$ cat src/rtl/qdec_bin_engine_pkg.sv
// CABAC engine shared types and tables: FSM states, LPS range table, LPS state transitions.
// Pure constants and one combinational helper; no timing or flow control here.
package qdec_cabac_package;

   typedef enum logic [2:0] {HALT, INIT, IDLE, CTX_RD, CALC} t_state_bin;

   localparam logic [7:0] RANGE_TAB_LPS [64][4] = '{
      '{128,176,208,240}, '{128,167,197,227}, '{128,158,187,216}, '{123,150,178,205},
      '{116,142,169,195}, '{111,135,160,185}, '{105,128,152,175}, '{100,122,144,166},
      '{ 95,116,137,158}, '{ 90,110,130,150}, '{ 85,104,123,142}, '{ 81, 99,117,135},
      '{ 77, 94,111,128}, '{ 73, 89,105,122}, '{ 69, 85,100,116}, '{ 66, 80, 95,110},
      '{ 62, 76, 90,104}, '{ 59, 72, 86, 99}, '{ 56, 69, 81, 94}, '{ 53, 65, 77, 89},
      '{ 51, 62, 73, 85}, '{ 48, 59, 69, 80}, '{ 46, 56, 66, 76}, '{ 43, 53, 63, 72},
      '{ 41, 50, 59, 69}, '{ 39, 48, 56, 65}, '{ 37, 45, 54, 62}, '{ 35, 43, 51, 59},
      '{ 33, 41, 48, 56}, '{ 32, 39, 46, 53}, '{ 30, 37, 43, 50}, '{ 29, 35, 41, 48},
      '{ 27, 33, 39, 45}, '{ 26, 31, 37, 43}, '{ 24, 30, 35, 41}, '{ 23, 28, 33, 39},
      '{ 22, 27, 32, 37}, '{ 21, 26, 30, 35}, '{ 20, 24, 29, 33}, '{ 19, 23, 27, 31},
      '{ 18, 22, 26, 30}, '{ 17, 21, 25, 28}, '{ 16, 20, 23, 27}, '{ 15, 19, 22, 25},
      '{ 14, 18, 21, 24}, '{ 14, 17, 20, 23}, '{ 13, 16, 19, 22}, '{ 12, 15, 18, 21},
      '{ 12, 14, 17, 20}, '{ 11, 14, 16, 19}, '{ 11, 13, 15, 18}, '{ 10, 12, 15, 17},
      '{ 10, 12, 14, 16}, '{  9, 11, 13, 15}, '{  9, 11, 12, 14}, '{  8, 10, 12, 14},
      '{  8,  9, 11, 13}, '{  7,  9, 11, 12}, '{  7,  9, 10, 12}, '{  7,  8, 10, 11},
      '{  6,  8,  9, 11}, '{  6,  7,  9, 10}, '{  6,  7,  8,  9}, '{  2,  2,  2,  2}
   };

   localparam logic [5:0] TRANS_IDX_LPS [64] = '{
       0,  0,  1,  2,  2,  4,  4,  5,  6,  7,  8,  9,  9, 11, 11, 12,
      13, 13, 15, 15, 16, 16, 18, 18, 19, 19, 21, 21, 22, 22, 23, 24,
      24, 25, 26, 26, 27, 27, 28, 29, 29, 30, 30, 30, 31, 32, 32, 33,
      33, 33, 34, 34, 35, 35, 35, 36, 36, 36, 37, 37, 37, 38, 38, 63
   };

   function automatic logic [3:0] lead_zeros(input logic [8:0] r);
      logic [3:0] n;
      logic       found;
      n     = 4'd9;
      found = 1'b0;
      for (int i = 8; i >= 0; i--) begin
         if (!found && r[i]) begin
            n     = 4'(8 - i);
            found = 1'b1;
         end
      end
      return n;
   endfunction

endpackage

$ cat src/rtl/qdec_bitbuf.sv
// MSB-first bit buffer: bytes in, 0..9 bits consumed per cycle; peek is combinational, consume registered.
// Takes a byte only while at least 8 bits are free; flush empties it but still keeps a byte taken that cycle.
module qdec_bitbuf #(
   parameter int BUF_W = 16,
   parameter int CW    = $clog2(BUF_W + 1)
) (
   input  logic          clk,
   input  logic          rst,
   input  logic          flush,
   input  logic [7:0]    bs_data,
   input  logic          bs_vld,
   output logic          bs_rd,
   input  logic [3:0]    consume,
   output logic [8:0]    peek,
   output logic [CW-1:0] count
);

   logic [BUF_W-1:0] bits_q;
   logic [BUF_W-1:0] kept;
   logic [BUF_W-1:0] byte_al;
   logic [CW-1:0]    kept_cnt;

   assign bs_rd = bs_vld && (count <= CW'(BUF_W - 8));
   assign peek  = bits_q[BUF_W-1 -: 9];

   // Valid bits sit at the top; everything below count is kept zero so OR-append is safe.
   always_comb begin
      kept     = '0;
      kept_cnt = '0;
      if (!flush) begin
         kept     = bits_q << consume;
         kept_cnt = count - CW'(consume);
      end
      byte_al = {bs_data, {(BUF_W-8){1'b0}}} >> kept_cnt;
   end

   always_ff @(posedge clk or posedge rst) begin
      if (rst) begin
         bits_q <= '0;
         count  <= '0;
      end else if (bs_rd) begin
         bits_q <= kept | byte_al;
         count  <= kept_cnt + CW'(8);
      end else begin
         bits_q <= kept;
         count  <= kept_cnt;
      end
   end

endmodule

$ cat src/rtl/qdec_bin_engine.sv
// CABAC binary arithmetic decoder: bypass/terminate bins in 1 cycle, regular bins in 2 (ctx read, then update).
// dec_rdy drops from acceptance through the ruiBin_vld cycle; requests while not ready are dropped.
module qdec_bin_engine
   import qdec_cabac_package::*;
#(
   parameter int CTX_AW = 10,
   parameter int BUF_W  = 16
) (
   input  logic              clk,
   input  logic              rst,
   input  logic              engine_init,
   input  logic [CTX_AW-1:0] ctx_addr,
   input  logic              ctx_addr_vld,
   input  logic              dec_run,
   input  logic              EPMode,
   input  logic              term_mode,
   output logic              dec_rdy,
   output logic              ruiBin,
   output logic              ruiBin_vld,
   output logic [CTX_AW-1:0] ctx_rd_addr,
   input  logic [6:0]        ctx_rd_data,
   output logic              ctx_wr_en,
   output logic [CTX_AW-1:0] ctx_wr_addr,
   output logic [6:0]        ctx_wr_data,
   input  logic [7:0]        bs_data,
   input  logic              bs_vld,
   output logic              bs_rd,
   output logic              term_hit
);

   localparam int CW = $clog2(BUF_W + 1);

   t_state_bin        state_q, state_d;
   logic [8:0]        range_q, range_d, offset_q, offset_d;
   logic [6:0]        ctx_q;
   logic [CTX_AW-1:0] ctx_addr_q;
   logic              bin_q, bin_d, bin_vld_q, bin_vld_d, term_hit_q, term_hit_d;
   logic [3:0]        consume;
   logic [8:0]        peek;
   logic [CW-1:0]     count;
   logic              ready, accept, is_regular, calc_vld;

   logic [5:0]        p_state, p_next;
   logic              val_mps, mps_next, reg_bin;
   logic [8:0]        r_lps, r_mps, rng_a, off_a, reg_off;
   logic [3:0]        reg_shift;
   logic [9:0]        byp_off;
   logic [8:0]        term_rng;

   qdec_bitbuf #(.BUF_W(BUF_W), .CW(CW)) u_bitbuf (
      .clk     (clk),
      .rst     (rst),
      .flush   (engine_init),
      .bs_data (bs_data),
      .bs_vld  (bs_vld),
      .bs_rd   (bs_rd),
      .consume (consume),
      .peek    (peek),
      .count   (count)
   );

   assign ready      = (state_q == IDLE) && (count >= CW'(8)) && !bin_vld_q;
   assign is_regular = !term_mode && !EPMode;
   assign accept     = ready && dec_run && !engine_init && (!is_regular || ctx_addr_vld);
   // A restart landing on the CALC cycle kills the regular bin before it is reported or written back.
   assign calc_vld   = (state_q == CALC) && !engine_init;

   always_comb begin : regular_path
      p_state  = ctx_q[6:1];
      val_mps  = ctx_q[0];
      r_lps    = {1'b0, RANGE_TAB_LPS[p_state][range_q[7:6]]};
      r_mps    = range_q - r_lps;
      reg_bin  = val_mps;
      off_a    = offset_q;
      rng_a    = r_mps;
      mps_next = val_mps;
      p_next   = (p_state >= 6'd62) ? 6'd62 : p_state + 6'd1;
      if (offset_q >= r_mps) begin
         reg_bin  = !val_mps;
         off_a    = offset_q - r_mps;
         rng_a    = r_lps;
         mps_next = (p_state == 6'd0) ? !val_mps : val_mps;
         p_next   = TRANS_IDX_LPS[p_state];
      end
      reg_shift = lead_zeros(rng_a);
      reg_off   = 9'(({off_a, peek} << reg_shift) >> 9);
   end

   always_comb begin : fsm
      state_d    = state_q;
      range_d    = range_q;
      offset_d   = offset_q;
      consume    = 4'd0;
      bin_d      = 1'b0;
      bin_vld_d  = 1'b0;
      term_hit_d = 1'b0;
      byp_off    = {offset_q, peek[8]};
      term_rng   = range_q - 9'd2;
      if (engine_init) begin
         state_d = INIT;
      end else begin
         case (state_q)
            HALT: state_d = HALT;
            INIT: begin
               if (count >= CW'(9)) begin
                  offset_d = peek;
                  range_d  = 9'd510;
                  consume  = 4'd9;
                  state_d  = IDLE;
               end
            end
            IDLE: begin
               if (accept) begin
                  if (term_mode) begin
                     bin_vld_d = 1'b1;
                     range_d   = term_rng;
                     if (offset_q >= term_rng) begin
                        bin_d      = 1'b1;
                        term_hit_d = 1'b1;
                        state_d    = HALT;
                     end else if (!term_rng[8]) begin
                        range_d  = term_rng << 1;
                        offset_d = {offset_q[7:0], peek[8]};
                        consume  = 4'd1;
                     end
                  end else if (EPMode) begin
                     bin_vld_d = 1'b1;
                     consume   = 4'd1;
                     offset_d  = byp_off[8:0];
                     if (byp_off >= {1'b0, range_q}) begin
                        bin_d    = 1'b1;
                        offset_d = 9'(byp_off - {1'b0, range_q});
                     end
                  end else begin
                     state_d = CTX_RD;
                  end
               end
            end
            CTX_RD: state_d = CALC;
            CALC: begin
               range_d  = rng_a << reg_shift;
               offset_d = reg_off;
               consume  = reg_shift;
               state_d  = IDLE;
            end
            default: state_d = HALT;
         endcase
      end
   end

   always_ff @(posedge clk or posedge rst) begin
      if (rst) begin
         state_q    <= HALT;
         range_q    <= 9'd510;
         offset_q   <= 9'd0;
         ctx_q      <= 7'd0;
         ctx_addr_q <= '0;
         bin_q      <= 1'b0;
         bin_vld_q  <= 1'b0;
         term_hit_q <= 1'b0;
      end else begin
         state_q    <= state_d;
         range_q    <= range_d;
         offset_q   <= offset_d;
         bin_q      <= bin_d;
         bin_vld_q  <= bin_vld_d;
         term_hit_q <= term_hit_d;
         if (accept && is_regular) ctx_addr_q <= ctx_addr;
         if (state_q == CTX_RD) ctx_q <= ctx_rd_data;
      end
   end

   assign dec_rdy     = ready;
   assign ruiBin_vld  = bin_vld_q | calc_vld;
   assign ruiBin      = calc_vld ? reg_bin : bin_q;
   assign term_hit    = term_hit_q;
   assign ctx_rd_addr = (accept && is_regular) ? ctx_addr : '0;
   assign ctx_wr_en   = calc_vld;
   assign ctx_wr_addr = calc_vld ? ctx_addr_q : '0;
   assign ctx_wr_data = calc_vld ? {p_next, mps_next} : 7'd0;

endmodule

$ cat config.mk
export PLATFORM = sky130hd
export DESIGN_NAME = qdec_bin_engine
export DESIGN_NICKNAME = d
export VERILOG_FILES = /design/src/rtl/qdec_bin_engine_pkg.sv /design/src/rtl/qdec_bitbuf.sv /design/src/rtl/qdec_bin_engine.sv
export SDC_FILE = /design/constraint.sdc
export NUM_CORES = 1
export LEC_CHECK = 0
export ABC_AREA = 1
export BUFFER_PORTS_ARGS = -buffer_cell sky130_fd_sc_hd__buf_2
export CAP_MARGIN = 40
export CORE_MARGIN = 8
export CORE_UTILIZATION = 60
export CTS_BUF_LIST = sky130_fd_sc_hd__clkbuf_16
export CTS_CLUSTER_SIZE = 20
export DETAILED_ROUTE_END_ITERATION = 7
export GPL_ROUTABILITY_DRIVEN = 0
export PLACE_DENSITY = 0.81
export SLEW_MARGIN = 10
export SYNTH_ARGS = -nofsm -noshare
export SYNTH_HDL_FRONTEND = slang
export SYNTH_HIERARCHICAL = 1
export SYNTH_SLANG_ARGS = --single-unit
$ cat constraint.sdc
create_clock -name clk -period 12.6 [get_ports clk]
set_input_delay 0.63 -clock clk [delete_from_list [all_inputs] [get_ports clk]]
set_output_delay 0.63 -clock clk [all_outputs]
set_load 0.1 [all_outputs]
==> metrics <==
WL/cell=17.0 um; CP max stage delay=between 0.5 and 0.6 ns; outcome=complete, but fails checks; Die Area=0.0202 mm2; Post-Synthesis Cells=between 1500 and 2000; failing checks=design-rule violations; multi-input logic area=0.00679 mm2; largest net degree at the start of global routing=between 50 and 60; Tmin final=about 9.5 ns; Slowest-stage cell, CP=dfrtp_1; syn_nets=1735; Die W=approximately 140 um; # diodes=0; Hold Vio Cnt, Final=0; commonest register cell after synthesis=dfrtp_1; Setup crit end kind=register; post-CTS setup buffer count=0; antenna violations before repair=0; Die Height=142 um; layout net count=between 1500 and 2000; H-tree Lvls=3; most used cell, CP=nand2_1; CP required=about 13 ns; gr ovfl total=0; final antenna-violating net count=0; Syn Std Cell Area=approximately 0.0096 mm2; area grow syn2layout=5.64%; Clock Latency Late Sink=0.34 ns; Final setup viols=0; number of buffers added on ports=65; Post-synth EDFFs=0; Hold Crit Class=input port to asynchronous set/reset pin; CTS tree=built; CP Data Arrival Time=around 10 ns; Seq/Total Area, Yosys=16.3%; Slew Limit Headroom=a little under half; Root Driver=clkbuf_16; period utilization=roughly three quarters; FFs w/ async S/R, synth=100%; Hold Buf Count CTS=0; Fmax achieved=between 0.1 and 0.15 GHz; Post-CTS Resized=0; FP Rows=46; Reg clk slew, reported paths=0.06 ns; type of element launching the critical path=register; Fill cells=1469; FF/Latch Area=0.00156 mm2; Distinct cells, synth=59; routed vias=around 12000; most frequent cells in the layout=474 x nand2_1, 187 x nand3_1, 182 x inv_1; Num CTS Buffers=9; Starting Density=60.8%; RSZ-0062 raised after global routing=false; r2r worst-path depth=50; Core Area=0.0157 mm2; clock skew=between 0.008 and 0.009 ns; worst setup path class=register to register; IO Count=66; Pre-antenna DRT Iters=8; Final TNS setup=0 ns; GRT Util Overall=31.3%; clk buf depth=2; first-pass GRT wire length=a little over 50000 um; Slew @ Worst Pin=roughly 0.82 ns; hpwl dp=24000 um; Sink Count=62; layout cells sized above 1=9.99%; yosys warns=6; vias per cell=~6.2; synthesized area per cell=slightly below 6 um2; maxcap violations=0; Max Slew Vio Count=0; Total Routed Length=between 30000 and 40000 um; most common cell after layout, fill and taps aside=nand2_1; vias in the first global route=10458; DR iter-0 viols=approximately 2100; DRC Markers=20; worst-path fanout max=39; FF+latch count, synth=62
==> cell families (layout without fill, tap and decap cells) <==
| group | after synthesis | count (layout) | synth area share [%] |
|---|---|---|---|
| adders and majority gates | 65 | 65 | 8.82 |
| AOI/OAI and AO/OA | 322 | 322 | 19.6 |
| and+or+nand+nor | 884 | 884 | 40.3 |
| DFF | 62 | 62 | 16.3 |
| buffers and inverters | 279 | 293 | 12.7 |
| xor gates and xnor gates | 24 | 24 | 2.20 |
| muxes | 1 | 1 | 0.105 |
==> layout make-up <==
cell class | count | area share, %
Multi-Input combinational cell | 1296 | 67.2
Clock buffer | 9 | 2.23
Tap cell | 216 | 2.68
Inverter | 200 | 7.43
Sequential cell | 62 | 15.5
Timing Repair Buffer | 77 | 4.41
Clock inverter | 7 | 0.570
==> stage by stage <==
step / cells / worst slack (ns) / cell area [um2] / hold slack (ns) / utilization (%)
floorplan: 1637 / 4.90 / 9560 / 0.453 / -
global placement: 1846 / 3.36 / 9750 / 0.465 / 62.0
detailed placement: 1850 / 3.34 / 9810 / 0.473 / 62.4
CTS: 1866 / 3.30 / 10100 / 0.201 / 64.2
global route: 1867 / 2.25 / 10100 / 0.215 / 64.3
finish: 1867 / 3.06 / 10100 / 0.203 / 64.3
==> cells in the mapped netlist (7+ instances only) <==
master	n	area, um2
buf_6	7	78.8
nor2_1	134	503
clkbuf_1	19	71.3
inv_1	181	679
nand2_2	14	87.6
nor3_1	18	90.1
dfstp_2	8	210
a21oi_1	99	495
buf_2	28	140
a31oi_1	10	62.6
o211ai_1	17	128
inv_2	16	60.1
nand3_1	187	936
nand4_1	18	113
nand2_1	474	1780
o21ai_1	18	90.1
o22ai_1	12	75.1
o31ai_1	8	60.1
buf_4	20	150
o21ai_0	108	541
xor2_1	18	158
dfrtp_1	54	1350
or2_2	7	43.8
ha_1	61	763
==> final timing paths <==
check,to,slack [ns],startpoint
max,u_bitbuf/bits_q[2],3.06,ctx_q[1]
min,ctx_q[0],0.20,rst
max reg2reg,u_bitbuf/bits_q[2],3.06,ctx_q[1]
min reg2reg,ctx_addr_q[0],0.48,ctx_addr_q[0]
max in group asynchronous,u_bitbuf/count[1],11.65,rst
min in group clk,ctx_addr_q[0],0.48,ctx_addr_q[0]
==> metal layers <==
metal	wire (um)	vias up	share of wire, %	track usage (%)
met5	0	-	0	0
met4	1650	0	5.2	15.3
met3	3620	193	11	7.55
met2	13800	823	43	48.2
met1	12800	5053	40	40.3
li1	-	5453	-	-
==> flip-flops by register name, indices dropped and copies added (netlist names) <==
signal	count
term_hit	1
u_bitbuf/bits_q	16
bin_vld_q	1
range_q	9
offset_q	9
bin_q	1
state_q	3
ctx_q	7
ctx_addr_q	10
u_bitbuf/count	5
==> worst max-delay path: cells and delay by family (launching register included) <==
family | cells | cell delay [ns]
AO/OA/AOI/OAI | 7 | 1.03
XOR/XNOR | 1 | 0.22
adder cells (fa/ha/maj) | 6 | 1.96
buffers and inverters | 10 | 1.80
flip-flops | 1 | 0.59
AND/OR/NAND/NOR | 26 | 3.76
Power is not shown: default switching activity piles up to over one toggle a cycle in this logic, so the estimate is an artifact.
